<file path="src/rtl/cipher_pkg.sv">
// Shared state encodings, ASCII constants and letter helpers for the key/cipher controller.
package cipher_pkg;

  localparam logic [1:0] S_IDLE = 2'd0;
  localparam logic [1:0] S_KEY  = 2'd1;
  localparam logic [1:0] S_CIPH = 2'd2;

  typedef enum logic [1:0] {
    ST_IDLE = S_IDLE,
    ST_KEY  = S_KEY,
    ST_CIPH = S_CIPH
  } state_t;

  localparam logic [7:0] SPC_ASCII_CHAR = 8'd32;
  localparam logic [7:0] ASCII_A        = 8'd65;
  localparam logic [7:0] ASCII_Z        = 8'd90;
  localparam logic [7:0] ASCII_LA       = 8'd97;
  localparam logic [7:0] ASCII_LZ       = 8'd122;
  localparam logic [5:0] ALPHA_LEN      = 6'd26;

  function automatic logic is_alpha(input logic [7:0] c);
    return ((c >= ASCII_A) && (c <= ASCII_Z)) || ((c >= ASCII_LA) && (c <= ASCII_LZ));
  endfunction

  // Case-insensitive 0..25 offset; only meaningful when is_alpha(c).
  function automatic logic [4:0] alpha_off(input logic [7:0] c);
    return (c <= ASCII_Z) ? 5'(c - ASCII_A) : 5'(c - ASCII_LA);
  endfunction

endpackage

</file>
<file path="src/rtl/vigenere_shift.sv">
// Combinational Vigenere shift of one ASCII character; case preserved, non-letters pass through.
module vigenere_shift
  import cipher_pkg::*;
(
  input  logic [7:0] char_in,
  input  logic [4:0] shift,
  input  logic       decrypt,
  output logic [7:0] char_out,
  output logic       is_letter
);

  logic       w_upper;
  logic [7:0] w_base;
  logic [5:0] w_off;
  logic [5:0] w_shift;
  logic [5:0] w_sum;
  logic [5:0] w_dif;
  logic [5:0] w_res;

  always_comb begin
    w_upper   = (char_in >= ASCII_A) && (char_in <= ASCII_Z);
    is_letter = is_alpha(char_in);
    w_base    = w_upper ? ASCII_A : ASCII_LA;
    w_off     = 6'(char_in - w_base);
    w_shift   = {1'b0, shift};
    w_sum     = w_off + w_shift;
    if (w_sum >= ALPHA_LEN) w_sum = w_sum - ALPHA_LEN;
    w_dif     = (w_off < w_shift) ? (w_off + ALPHA_LEN - w_shift) : (w_off - w_shift);
    w_res     = decrypt ? w_dif : w_sum;
    char_out  = is_letter ? (w_base + {2'b00, w_res}) : char_in;
  end

endmodule

</file>
<file path="src/rtl/key_cipher_ctrl.sv">
// Captures a 1..KEY_LEN letter Vigenere key, then encrypts/decrypts each character with 1-cycle latency.
module key_cipher_ctrl
  import cipher_pkg::*;
#(
  parameter int KEY_LEN = 4,
  parameter int IDX_W   = (KEY_LEN > 1) ? $clog2(KEY_LEN) : 1
) (
  input  logic             clk,
  input  logic             reset,
  input  logic             enter,
  input  logic             char_valid,
  input  logic [7:0]       char_in,
  input  logic             decrypt,
  output logic [7:0]       out_char,
  output logic             out_valid,
  output logic [1:0]       state,
  output logic [IDX_W-1:0] key_idx,
  output logic [IDX_W:0]   key_count
);

  localparam logic [IDX_W:0] LAST_CNT = (IDX_W + 1)'(KEY_LEN - 1);

  state_t           r_state;
  logic [4:0]       r_key [KEY_LEN];
  logic [IDX_W-1:0] r_key_idx;
  logic [IDX_W:0]   r_key_count;
  logic [7:0]       r_out_char;
  logic             r_out_valid;

  logic [7:0]       w_ciph_char;
  logic             w_ciph_letter;
  logic             w_key_letter;

  assign w_key_letter = is_alpha(char_in);

  vigenere_shift u_shift (
    .char_in   (char_in),
    .shift     (r_key[r_key_idx]),
    .decrypt   (decrypt),
    .char_out  (w_ciph_char),
    .is_letter (w_ciph_letter)
  );

  always_ff @(posedge clk) begin
    if (!reset) begin
      r_state     <= ST_IDLE;
      r_key_idx   <= '0;
      r_key_count <= '0;
      r_out_char  <= SPC_ASCII_CHAR;
      r_out_valid <= 1'b0;
      for (int i = 0; i < KEY_LEN; i++) r_key[i] <= '0;
    end else begin
      r_out_valid <= 1'b0;
      case (r_state)
        ST_IDLE: begin
          if (enter) begin
            r_state     <= ST_KEY;
            r_key_idx   <= '0;
            r_key_count <= '0;
            for (int i = 0; i < KEY_LEN; i++) r_key[i] <= '0;
          end
        end
        ST_KEY: begin
          // A letter arriving with enter is captured before finalising.
          if (char_valid && w_key_letter) begin
            r_key[r_key_count[IDX_W-1:0]] <= alpha_off(char_in);
            r_key_count                   <= r_key_count + 1'b1;
            if (enter || (r_key_count == LAST_CNT)) begin
              r_state   <= ST_CIPH;
              r_key_idx <= '0;
            end
          end else if (enter && (r_key_count != '0)) begin
            r_state   <= ST_CIPH;
            r_key_idx <= '0;
          end
        end
        ST_CIPH: begin
          if (char_valid) begin
            r_out_valid <= 1'b1;
            r_out_char  <= w_ciph_char;
            if (w_ciph_letter) begin
              if ({1'b0, r_key_idx} == (r_key_count - 1'b1)) r_key_idx <= '0;
              else                                          r_key_idx <= r_key_idx + 1'b1;
            end
          end
          if (enter) begin
            r_state     <= ST_IDLE;
            r_key_idx   <= '0;
            r_key_count <= '0;
            for (int i = 0; i < KEY_LEN; i++) r_key[i] <= '0;
          end
        end
        default: r_state <= ST_IDLE;
      endcase
    end
  end

  assign state     = r_state;
  assign key_idx   = r_key_idx;
  assign key_count = r_key_count;
  assign out_char  = r_out_char;
  assign out_valid = r_out_valid;

endmodule

</file>
<file path="config.mk">
export PLATFORM = sky130hd
export DESIGN_NAME = key_cipher_ctrl
export DESIGN_NICKNAME = d
export VERILOG_FILES = /design/src/rtl/cipher_pkg.sv /design/src/rtl/vigenere_shift.sv /design/src/rtl/key_cipher_ctrl.sv
export SDC_FILE = /design/constraint.sdc
export NUM_CORES = 1
export LEC_CHECK = 0
export ABC_AREA = 1
export CAP_MARGIN = 25
export CORE_MARGIN = 1.5
export CORE_UTILIZATION = 29
export CTS_CLUSTER_SIZE = 10
export DETAILED_ROUTE_END_ITERATION = 16
export GPL_TIMING_DRIVEN = 0
export PLACE_DENSITY = 0.47
export SYNTH_ARGS = -nofsm -noshare
export SYNTH_HDL_FRONTEND = slang
export SYNTH_SLANG_ARGS = --single-unit
export TNS_END_PERCENT = 10
</file>
<file path="constraint.sdc">
create_clock -name clk -period 7.2 [get_ports clk]
set_input_delay 1.44 -clock clk [delete_from_list [all_inputs] [get_ports clk]]
set_output_delay 1.44 -clock clk [all_outputs]
set_load 0.005 [all_outputs]
</file>
* Word-level counts from Yosys, hierarchy flattened
Memories as Yosys holds them, arrays and structs flattened. A register that Yosys moved wholly into a read port is not among the register bits. Cells that the tools add are included. Widths: inputs -> output; s select.
Storage, ports and cells: input bits 13, register bits after elaboration 16, logic and storage cells 110, bits in latches 0, bits in writable memories 20, memories kept 1, memory bits (read-only) 0
Memories:
- r_key | depth 4, bits a word 5, rd ports 1, clocked after Yosys merged registers in 1, wr ports 4, line key_cipher_ctrl.sv:24 | logic [4:0] r_key [KEY_LEN];
Operators by class: div/mod/pow operators 0, magnitude comparators 6, multipliers 0, shift operators 0, muxes and demuxes 49, add/subtract/negate cells 12, bitwise logic cells 8, reduce and logical (&&, ||, !) cells 17, equal/unequal tests 12
Operator list (count):
- $mux 5 | 10
- $mux 2 | 15
- $mux 6 | 4
- $ge 8x7->1 const B | 2
- $le 8x7->1 const B | 2
- $mux 1 | 14
- $ne 3x3->1 const B | 4
- $pmux 2 s3 | 2
- $sub 6x5->6 | 2
- $sub 5x1->5 const B | 2
- $add 8x6->8 | 1
- $mux 8 | 1
- $or 1x1->1 | 8
- $add 6x5->6 | 1
- $add 6x5->6 const B | 1
- $ge 6x5->1 const B | 1
- $lt 6x5->1 | 1
- $mux 3 | 2
- $ne 2x2->1 const B | 3
- $pmux 3 s2 | 1
- $reduce_and 6->1 | 1
- $reduce_bool 3->1 | 2
- $sub 6x5->6 const B | 1
- $sub 6x6->6 | 1
- 17 further kinds | 22

* Longest topological paths before layout
Gate-level depths: netlist of run 1.
depth in word-level cells 10, gate-level depth with buffers 24, depth with buffers taken out 24

* Cells and area by module
Synthesis of run 1 repeated with hierarchy kept, for this count alone.
Unflattened totals: cell total of the unflattened synthesis 461, area total of the unflattened synthesis 3402.0 um2
Modules (own cells, without submodules):
- key_cipher_ctrl | cells an instance 240, times used 1, area each 1996.9 um2
- vigenere_shift | cells an instance 221, times used 1, area each 1405.1 um2

* Worst setup path after synthesis of run 1
OpenSTA, ideal clock, no wires.
path kind input-to-reg, from input port char_in[1], to register r_out_char[5] (netlist: out_char[5]), buffers on the path 0, stages 21, library setup time 0.115 ns, setup slack 2.951 ns, arrival 4.134 ns, data required time 7.085 ns, cell sequence inv_1 ha_1 inv_1 ha_1 inv_1 ha_1 fa_1 nand3_1 nand2_1 xnor2_1 o21ai_0 nor2_1 a31oi_1 ha_1 nand4_1 nor2_2 nor2_2 nand2_1 nand2_1 nand2_1 nand2_1
Between the ends: longest elaborated chain between the ends 10, elaborated cells on any way between the ends 21, classes of those cells add/sub: 7; order compare: 6; mux: 5; reduce/logical: 3
RTL lines:
- from (decl) | line key_cipher_ctrl.sv:12 | input logic [7:0] char_in,
- $ge 8x7->1 or $le 8x7->1 (tied branches) | line cipher_pkg.sv:22, vigenere_shift.sv:21
- $logic_and 1x1->1 | line cipher_pkg.sv:22, vigenere_shift.sv:21
- $mux 6 | line vigenere_shift.sv:23 | w_base = w_upper ? ASCII_A : ASCII_LA;
- $sub 6x6->6 | line vigenere_shift.sv:24 | w_off = 6'(char_in - w_base);
- $add 6x5->6 (on tied branches) | line vigenere_shift.sv:26, vigenere_shift.sv:28
- $sub 6x5->6 (tied with other cells) | line vigenere_shift.sv:27 | if (w_sum >= ALPHA_LEN) w_sum = w_sum - ALPHA_LEN;
- $mux 6 (on tied branches) | line vigenere_shift.sv:27, vigenere_shift.sv:28
- $mux 6 | line vigenere_shift.sv:29 | w_res = decrypt ? w_dif : w_sum;
- $add 8x6->8 | line vigenere_shift.sv:30 | char_out = is_letter ? (w_base + {2'b00, w_res}) : char_in;
- $mux 8 (*) | line vigenere_shift.sv:30
- to (signal assigned) | line key_cipher_ctrl.sv:80 | r_out_char <= w_ciph_char;
- to (decl) | line key_cipher_ctrl.sv:27 | logic [7:0] r_out_char;
Mark *: on every way between the ends. The rest lies on a longest branch, timed or not. A chain may end at the register's enable or synchronous reset.

* Final worst setup path of run 1
from input port char_in[0], to register r_out_char[5] (netlist: out_char[5])
The elaborated chain is that of the path after synthesis.

==> results by group, run 1 <==
Status
  • Status: completed

Logic synthesis
  • Synth cell count leaders: nand2_1 (92), inv_1 (56), nor2_1 (46)
  • Syn_nets: 470
  • Distinct cells, synth: 38
  • Synthesized area per cell: about 7.4 um^2
  • Mapped Cells: approximately 430
  • Top_reg_cell synth: edfxtp_1
  • Synthesized area: 0.00316 mm^2
  • Number of synthesized flops with an enable pin: 20
  • Area leader, netlist: edfxtp_1
  • Register bit total from synthesis: 38
  • Ys Warns: 0
  • Most frequent cell after synthesis: nand2_1
  • Dominant cells by area after synthesis: edfxtp_1 (19%), dfxtp_1 (11%), nand2_1 (11%)
  • Synth top area share: 19.0%
  • Asr flop ratio synth: 0%
  • Seq/Total Area, Yosys: 30.4%

Clock tree
  • Clock latency on the worst-skew pair: around 0.3 ns
  • Num CTS Buffers: 5
  • CTS max path bufs: 2
  • Clock sink count: 38
  • Clk root buf: clkbuf_8
  • Post-CTS Setup Inserts: 0
  • CTS tree: done
  • Reg clk slew, reported paths: 0.08 ns
  • Post-CTS sizing: 0
  • Hold-fix buffers, CTS: 0
  • Htree depth: 2

Placed design
  • Placed cell area: 0.00360 mm^2
  • Post-DP HPWL: approximately 6.3 mm
  • Placed Cells: 589
  • GPL Wtd Cong: 0.808
  • Number of buffers added on ports: 27
  • Place WS: 1.49 ns

Timing
  • Final worst slack: ~1.8 ns
  • Final hold viol count: 0
  • Max Transition Viols Final: 0
  • Slew @ Worst Pin: 0.551 ns
  • Final setup viols: 0
  • Relative slew slack: 63.3%
  • Setup TNS: 0 ns
  • FMAX: 0.186 GHz
  • RSZ-0062 raised after global routing: no
  • Setup Skew: 0.0106 ns
  • Final period util: 74.5%
  • Fin crit period: 5.36 ns

Finish
  • Fin area: between 0.003 and 0.004 mm^2
  • Fraction of layout cells with a size suffix above 1: 11.5%
  • Final #Nets: 504
  • Non-Filler Instances: 597
  • Number of diodes: 0
  • Area growth syn-to-layout: 17.5%

Floorplanning
  • Ports: 29
  • Die width: 107 um
  • Starting Density: 30.2%
  • Total Die Area: 0.0115 mm^2
  • Core area: 0.0105 mm^2
  • DIE HEIGHT: about 110 um
  • # rows: 37

Worst setup path
  • Largest fanout on the critical path: 9
  • Reg2Reg Setup Slack: approximately 3.1 ns
  • Crit path launch type: input pin
  • Worst setup path class: in -> reg
  • Reg2Reg Depth: 22
  • CP arrival: ~5.6 ns
  • Kind of end point of the critical path: flip-flop
  • CP required: ~7.4 ns
  • Crit path launch: char_in[0]
  • Worst r2r dst: out_char[5]$_SDFFE_PN1P_

Route
  • DR vias/cell: between 4 and 5
  • DR WL/cell: 13.0 um
  • DRT antenna net count: 0
  • Iter 0 DRT Violations: 160
  • Drt total wl: 7.77 mm
  • Via count: 2760
  • Initial DRT Pass Iterations: 4
  • DRC: 0

GRT
  • Largest net degree at the start of global routing: 14
  • Vias in the first global route: ~2900
  • Total track usage: 14.5%
  • Antenna violations before repair: 0
  • Global-route wire length before repair: 13.4 mm
  • Overflow after GRT: 0

Power and ir drop
  • Cell-internal power: around 0.48 mW
  • Total power: 0.787 mW
  • Gate power share: 45.1%
  • Switching share of power: 39.6%
  • Worst VDD drop: 0.000118 V
  • Leak: 1.67 nW
  • Switch Pwr: about 0.31 mW
  • Clock network power share: 23.7%
  • Pwr/cell area: 212 mW/mm^2
  • Sequential Power Share: 31.2%

Hold path
  • Worst hold-check path type: reg -> reg
  • WHS Endpoint: out_char[1]$_SDFFE_PN0P_
  • HP Start: out_char[1]$_SDFFE_PN0P_
  • Hold Path Depth: 2

Job
  • Max_cap viols: 0
==> cells by family after synthesis <==
group | after synthesis | synth area share, %
compound gates | 57 | 10.8
xor+xnor | 12 | 3.32
fa+ha+maj | 31 | 13.2
buf+inv | 65 | 7.80
flops | 38 | 30.4
simple gates | 223 | 34.4
==> worst max path at each step <==
stage,to,slack [ns]
after floorplan,out_char[5]$_SDFFE_PN1P_,2.95
after global placement,out_char[5]$_SDFFE_PN1P_,1.53
after detailed placement,out_char[5]$_SDFFE_PN1P_,1.49
after CTS,out_char[5]$_SDFFE_PN1P_,1.79
after global routing,out_char[5]$_SDFFE_PN1P_,1.49
final,out_char[5]$_SDFFE_PN1P_,1.84
==> registers in the layout, summed over array words and instances (netlist names), named ones only <==
signal	flops
r_key	20
out_char	8
key_idx	2
key_count	3
out_valid	1
state	2
==> layout make-up <==
class,count,area [um^2]
timing repair buffer,27,270
clock buffer,5,68.8
buffer,5,21.3
sequential,38,961
fill,1171,6750
tap,136,170
clock inverter,3,45.0
multi-input combinational,323,1950
inverter,60,225
==> power groups by stage <==
stage / combinational (mW) / sequential, mW / clock (mW)
6_report: 0.355 / 0.246 / 0.186
5_1_grt: 0.407 / 0.247 / 0.199
4_1_cts: 0.360 / 0.246 / 0.191
3_5_place_dp: 0.358 / 0.251 / 0
3_3_place_gp: 0.354 / 0.251 / 0
2_1_floorplan: 0.269 / 0.249 / 0
==> per-layer routing <==
metal | GRT usage [%] | vias to the layer above | share of wire [%]
li1 | - | 1466 | -
met1 | 18.7 | 1255 | 49
met2 | 25.7 | 32 | 47
met3 | 2.36 | 7 | 2.5
met4 | 2.54 | 0 | 0.79
met5 | 0 | - | 0
==> through the flow <==
step	hold WS, ns	utilization [%]
floorplan	0.462	-
global placement	0.461	34.4
detailed placement	0.461	34.4
CTS	0.475	35.5
global route	0.491	35.5
finish	0.470	35.5
==> worst max-delay path, stage by stage <==
cell and delay, ns:
clkdlybuf4s50_1 0.71, inv_2 0.14, ha_1 0.49, inv_1 0.15, ha_1 0.35, inv_1 0.05
ha_1 0.22, fa_1 0.43, nand3_1 0.12, nand2_1 0.07, xnor2_1 0.18, o21ai_0 0.12
nor2_1 0.14, a31oi_1 0.08, ha_1 0.32, nand4_1 0.11, nor2_2 0.15, nor2_2 0.05
nand2_1 0.06, nand2_1 0.06, nand2_1 0.06, nand2_1 0.05
==> cell usage in the layout, fill, tap and decap left out, types with 2 or more instances in the layout <==
cell / count
ha_1: 27
clkdlybuf4s50_1: 27
nand2_1: 92
nor2_4: 2
edfxtp_1: 20
o21bai_1: 5
nand2_2: 7
nand2_4: 3
o211ai_1: 3
clkinvlp_4: 2
o21ai_0: 15
xnor2_1: 7
clkbuf_1: 2
dfxtp_1: 18
fa_1: 4
nor2_1: 46
a21oi_2: 2
a21oi_1: 22
xor2_1: 5
inv_1: 56
a32oi_1: 4
nand4_1: 12
a31oi_1: 2
nor3_1: 5
nand3_4: 2
inv_2: 3
o32ai_1: 3
nand3_2: 6
clkbuf_8: 5
nand3_1: 28
nor2_2: 9
or2_2: 7
Note: power is estimated with default switching activity, not from simulation.
==> inputs of run 2 (changes only) <==
--- a/config.mk
+++ b/config.mk
@@ -12,7 +12,7 @@
 export CTS_CLUSTER_SIZE = 10
 export DETAILED_ROUTE_END_ITERATION = 16
 export GPL_TIMING_DRIVEN = 0
-export PLACE_DENSITY = 0.47
+export PLACE_DENSITY = 0.49
 export SYNTH_ARGS = -nofsm -noshare
 export SYNTH_HDL_FRONTEND = slang
 export SYNTH_SLANG_ARGS = --single-unit
==> constraint.sdc (replaced) <==
create_clock -name clk -period 4.45 [get_ports clk]
set_input_delay 0.89 -clock clk [delete_from_list [all_inputs] [get_ports clk]]
set_output_delay 0.89 -clock clk [all_outputs]
set_load 0.005 [all_outputs]
==> run 2 against run 1 <==
  * Global-route usage fell by 0.17 points
  * Cell count up 0.34%
  * Die area unchanged
  * Sequential share of layout area shrank 0.42 points
  * Routed wire length is 0.15% higher
  * Highest routed layer unchanged
==> results by group, run 2 (synthesis results as in run 1) <==
Timing
  • Max Transition Viols Final: 0
  • Fin Hold WS: ~0.47 ns
  • Setup Skew: ~0.0069 ns
  • RSZ-0062 raised after global routing: no
  • Fin crit period: 4.15 ns
  • Relative slew slack: between 60 and 70%
  • Slew @ Worst Pin: 0.526 ns
  • FMAX: between 0.2 and 0.25 GHz
  • Final period util: 93.2%
  • Final hold viol count: 0
  • Final setup viols: 0

Floorplanning
  • Die width: 107 um
  • DIE HEIGHT: 107 um
  • Ports: 29
  • Core area: 0.0105 mm^2
  • Starting Density: 30.2%
  • Total Die Area: 0.0115 mm^2
  • # rows: 37

Finish
  • Fin area: 0.00378 mm^2
  • Final #Nets: 506
  • Area growth syn-to-layout: 19.5%
  • Most frequent cells in the layout: nand2_1 (92), inv_1 (56), nor2_1 (46)
  • Fillcell total: 1152
  • Max FFs per register: 20
  • Register name with the most flops: r_key
  • Register area: 961 um^2
  • Fraction of layout cells with a size suffix above 1: 13.4%
  • Multi-input combinational cell area: 0.00200 mm^2
  • Most common cell after layout, fill and taps aside: nand2_1
  • Number of diodes: 0

GRT
  • Largest net degree at the start of global routing: 14
  • Vias in the first global route: 2857
  • Total track usage: around 14%
  • Antenna violations before repair: 0
  • Overflow after GRT: 0
  • Global-route wire length before repair: 13.4 mm

Route
  • DRC: 0
  • Initial DRT Pass Iterations: 4
  • DRT antenna net count: 0
  • Iter 0 DRT Violations: 106
  • DR WL/cell: 13.0 um
  • Via count: 2874
  • Drt total wl: 7.78 mm
  • DR vias/cell: 4.80

Hold path
  • Worst hold-check path type: reg -> reg

Worst setup path
  • Kind of end point of the critical path: flip-flop
  • Largest fanout on the critical path: 7
  • Worst r2r dst: out_char[5]$_SDFFE_PN1P_
  • Crit path launch type: input pin
  • CP arrival: between 4 and 5 ns
  • Reg2Reg Setup Slack: about 0.53 ns
  • CP required: 4.64 ns
  • Worst setup path class: in -> reg
  • Crit path launch: char_in[3]
  • Reg2Reg Depth: 22
  • Setup crit end: out_char[5]$_SDFFE_PN1P_

Placed design
  • Number of buffers added on ports: 27
  • GPL Wtd Cong: 0.828
  • Post-DP HPWL: 6.31 mm
  • Placed cell area: 0.00360 mm^2

Power and ir drop
  • Cell-internal power: 0.784 mW
  • Switch Pwr: 0.508 mW
  • Switching share of power: 39.3%
  • Clock network power share: 23.0%
  • Sequential Power Share: 30.8%
  • Worst VDD drop: 0.000172 V
  • Pwr/cell area: 342 mW/mm^2
  • Gate power share: 46.3%
  • Leak: ~1.7 nW

Clock tree
  • Htree depth: 2
  • Reg clk slew, reported paths: 0.08 ns
  • Clk root buf: clkbuf_8
  • CTS max path bufs: 2
  • CTS tree: done
  • Clock sink count: 38
  • Num CTS Buffers: 5
  • Clock latency on the worst-skew pair: between 0.2 and 0.3 ns

Job
  • Max_cap viols: 0

Status
  • Status: completed
-- run 2: changes by cell type in the layout (fill, tap and decap cells not counted), sizes merged --
cell / previous run / this run
clkdlybuf4s50: 27 / 24
buf: 2 / 4
dlymetal6s2s: 0 / 2
clkbuf: 8 / 9
-- run 2: power by group through the flow --
stage	combinational, mW	sequential [mW]	clock (mW)
final	0.597	0.397	0.297
after global routing	0.676	0.400	0.322
after CTS	0.588	0.398	0.307
after detailed placement	0.577	0.406	0
after global placement	0.572	0.406	0
after floorplan	0.435	0.404	0
-- run 2: layer usage --
| layer | GRT usage (%) | wire length (um) | up-vias | share of wire [%] |
|---|---|---|---|---|
| met5 | 0 | 0 | - | 0 |
| met4 | 2.35 | 84 | 0 | 1.1 |
| met3 | 2.66 | 215 | 9 | 2.8 |
| met2 | 25.3 | 3710 | 43 | 48 |
| met1 | 18.4 | 3780 | 1350 | 49 |
| li1 | - | - | 1472 | - |
-- run 2: worst min path at each step --
stage	startpoint	endpoint	slack (ns)	depth (start not counted)
2_1_floorplan	out_char[0]$_SDFFE_PN0P_	out_char[0]$_SDFFE_PN0P_	0.46	2
3_3_place_gp	out_char[7]$_SDFFE_PN0P_	out_char[7]$_SDFFE_PN0P_	0.46	2
3_5_place_dp	out_char[7]$_SDFFE_PN0P_	out_char[7]$_SDFFE_PN0P_	0.46	2
4_1_cts	out_char[7]$_SDFFE_PN0P_	out_char[7]$_SDFFE_PN0P_	0.47	2
5_1_grt	out_char[7]$_SDFFE_PN0P_	out_char[7]$_SDFFE_PN0P_	0.49	2
6_report	out_char[1]$_SDFFE_PN0P_	out_char[1]$_SDFFE_PN0P_	0.47	2
-- run 2: critical path, stage by stage --
cell and delay [ns]:
clkdlybuf4s50_1 0.58, nor2_2 0.21, nand2_1 0.07, nand2_1 0.06
nand2_1 0.14, ha_1 0.44, ha_1 0.38, a21oi_1 0.15
nand2_1 0.07, xnor2_1 0.16, o21ai_0 0.11, nor2_1 0.14
a31oi_1 0.09, ha_1 0.32, nand4_1 0.11, nor2_2 0.15
nor2_2 0.04, nand2_1 0.06, nand2_1 0.06, nand2_1 0.06
nand2_1 0.05
-- run 2: layout make-up --
class | instances | area share, %
Buffer | 5 | 0.563
Clock buffer | 5 | 1.82
Clock inverter | 3 | 1.19
Inverter | 60 | 5.96
Multi-Input combinational cell | 323 | 53.0
Sequential cell | 38 | 25.4
Tap cell | 136 | 4.50
Timing Repair Buffer | 29 | 7.55
-- run 2: stage by stage --
step,setup slack [ns],cells,setup TNS [ns],power (mW),utilization (%)
2_1_floorplan,0.751,426,0,0.839,-
3_3_place_gp,-0.666,589,-3.52,0.978,34.4
3_5_place_dp,-0.664,589,-3.57,0.983,34.4
4_1_cts,0.0335,597,0,1.29,35.8
5_1_grt,0.0653,599,0,1.40,36.1
6_report,0.302,599,0,1.29,36.1
-- run 2: what timing repair did --
item | 4_1_cts | 5_1_grt
setup buffers | 0 | 2
resized for setup | 5 | 7
endpoints found under the setup margin | 6 | 6
hold endpoints to repair | 0 | 0
hold buffers | 0 | 0
==> inputs of run 3 (changes only) <==
--- a/config.mk
+++ b/config.mk
@@ -7,6 +7,7 @@
 export LEC_CHECK = 0
 export ABC_AREA = 1
 export CAP_MARGIN = 25
+export CORE_ASPECT_RATIO = 0.8
 export CORE_MARGIN = 1.5
 export CORE_UTILIZATION = 29
 export CTS_CLUSTER_SIZE = 10
==> run 3 against run 2 <==
  * Power grew 13%
  * Count of clock-buffer cells in the layout unchanged
  * Routed wire length rose by 3.3%
  * Worst setup slack got worse by 0.034 ns
  * Critical path type unchanged
  * Critical endpoint unchanged
==> results by group, run 3 (synthesis results as in run 1) <==
Status
  • Status: completed

Worst setup path
  • Largest delay share family, worst path: simple AND/OR/NAND/NOR gates
  • Crit path largest cell delay: just under 0.6 ns
  • Kind of end point of the critical path: flip-flop
  • Worst setup path class: in -> reg
  • CP required: 4.63 ns
  • CP max-delay cell: clkdlybuf4s50_1
  • Crit path launch type: input pin
  • Cell mode on critical path: nand2_1
  • Worst path buffer plus inverter count: 1
  • CP arrival: 4.36 ns
  • Critical-path cell list: clkdlybuf4s50_1, nor2_2, nand2_1, nand2_1, nand2_1, ha_1, ha_1, a21oi_1, nand2_1, xnor2_1, o21ai_0, nor2_1, a31oi_2, ha_1, nand4_1, nor2_2, nor2_2, nand2_1, nand2_1, nand2_1, nand2_1
  • Largest fanout on the critical path: 7

Route
  • Drt total wl: around 8.0 mm
  • DR WL/cell: 13.3 um
  • DR vias/cell: between 4 and 5
  • DRT antenna net count: 0
  • Iter 0 DRT Violations: 121
  • DRC: 0
  • Via count: 2833
  • Initial DRT Pass Iterations: 4

Clock tree
  • Num CTS Buffers: 5
  • Clock sink count: 38
  • Clk root buf: clkbuf_16
  • CTS max path bufs: 2
  • Htree depth: 2
  • Reg clk slew, reported paths: 0.06 ns
  • CTS tree: done
  • Clock latency on the worst-skew pair: 0.28 ns

Hold path
  • Worst hold-check path type: reg -> reg

Finish
  • Non-Filler Instances: about 610
  • Fin area: 0.00389 mm^2
  • Most common cell after layout, fill and taps aside: nand2_1
  • Register name with the most flops: r_key
  • Fraction of layout cells with a size suffix above 1: between 10% and 20%
  • Final #Nets: 508
  • Most frequent cells in the layout: nand2_1 (92), inv_1 (55), nor2_1 (46)
  • Max FFs per register: 20
  • Area growth syn-to-layout: 23.0%
  • Multi-input combinational cell area: slightly above 0.002 mm^2
  • Fillcell total: about 1100
  • Register area: 961 um^2

Placed design
  • Number of buffers added on ports: 27
  • Placed Cells: 593
  • Placed cell area: 0.00361 mm^2
  • Post-DP HPWL: 6.38 mm
  • GPL Wtd Cong: 0.807

Power and ir drop
  • Pwr/cell area: 376 mW/mm^2
  • Leak: approximately 1.8 nW
  • Worst VDD drop: around 0.00015 V

Floorplanning
  • Ports: 29
  • Total Die Area: 0.0115 mm^2
  • # rows: 33
  • DIE HEIGHT: 96.4 um
  • Starting Density: 30.3%
  • Die width: 120 um
  • Core area: 0.0104 mm^2

Timing
  • Final hold viol count: 0
  • RSZ-0062 raised after global routing: no
  • Relative slew slack: 64.5%
  • Setup TNS: 0 ns
  • Fin Hold WS: 0.468 ns
  • Slew @ Worst Pin: roughly 0.53 ns
  • Fin crit period: around 4.2 ns
  • Final period util: 94.0%
  • Final setup viols: 0
  • FMAX: roughly 0.24 GHz
  • Setup Skew: 0.00661 ns
  • Max Transition Viols Final: 0

GRT
  • Total track usage: 14.7%
  • Largest net degree at the start of global routing: 13
  • Overflow after GRT: 0
  • Antenna violations before repair: 1
  • Global-route wire length before repair: around 13 mm
  • Vias in the first global route: between 2000 and 3000

Job
  • Max_cap viols: 0
## run 3: layer usage
metal	GRT usage (%)	up-vias	wire, um
li1	-	1482	-
met1	20.8	1302	4380
met2	23.6	47	3360
met3	3.46	2	284
met4	1.69	0	15
met5	0	-	0
## run 3: report_power, final
group	leakage, nW	internal (mW)	total, mW	switching (mW)
clock network	0.0915	0.319	0.459	0.140
logic	1.30	0.231	0.604	0.374
registers	0.364	0.388	0.398	0.00983
total	1.76	0.938	1.46	0.523
## run 3: path summary, 6_finish.rpt
kind                                          startpoint                  endpoint  slack (ns)  cells after the start
worst max register to register                 flip-flop  out_char[5]$_SDFFE_PN1P_        0.47                     22
worst min register to register  out_char[7]$_SDFFE_PN0P_  out_char[7]$_SDFFE_PN0P_        0.47                      2
worst max-delay path                          char_in[3]  out_char[5]$_SDFFE_PN1P_        0.27                     21
worst min-delay path            out_char[7]$_SDFFE_PN0P_  out_char[7]$_SDFFE_PN0P_        0.47                      2
## run 3: area by class of cell
cell class,count,share of cell area [%]
tap,140,4.50
timing repair buffer,31,7.72
sequential,38,24.7
antenna,1,0.0644
clock inverter,3,1.64
multi-input combinational,323,51.8
buffer,5,0.547
clock buffer,5,3.22
inverter,60,5.79
## run 3: per-stage QoR
step / total power [mW] / setup WS [ns] / utilization (%)
after floorplan: 0.839 / 0.751 / -
after global placement: 0.979 / -0.713 / 34.5
after detailed placement: 0.982 / -0.724 / 34.5
after CTS: 1.46 / 0.0181 / 36.7
after global routing: 1.57 / 0.0148 / 37.2
final: 1.46 / 0.269 / 37.2
## run 3: what timing repair did
action                                  in CTS  in global routing
endpoints found under the hold margin        0                  0
pin swaps                                    0                  2
setup buffers                                0                  4
hold buffers                                 0                  0
resized for setup                            6                  9
endpoints found under the setup margin       6                  7
## run 3: worst reg2reg max path, cell delays in order, from the launching register on
cell	delay, ns
dfxtp_1	0.34
clkbuf_1	0.37
nand2_1	0.13
a32oi_2	0.37
inv_1	0.15
ha_1	0.34
inv_1	0.05
ha_1	0.22
fa_2	0.39
nand3_1	0.10
nand2_1	0.07
xnor2_1	0.16
o21ai_0	0.11
nor2_1	0.15
a31oi_2	0.08
ha_1	0.32
nand4_1	0.11
nor2_2	0.15
nor2_2	0.04
nand2_1	0.06
nand2_1	0.06
nand2_1	0.06
nand2_1	0.05
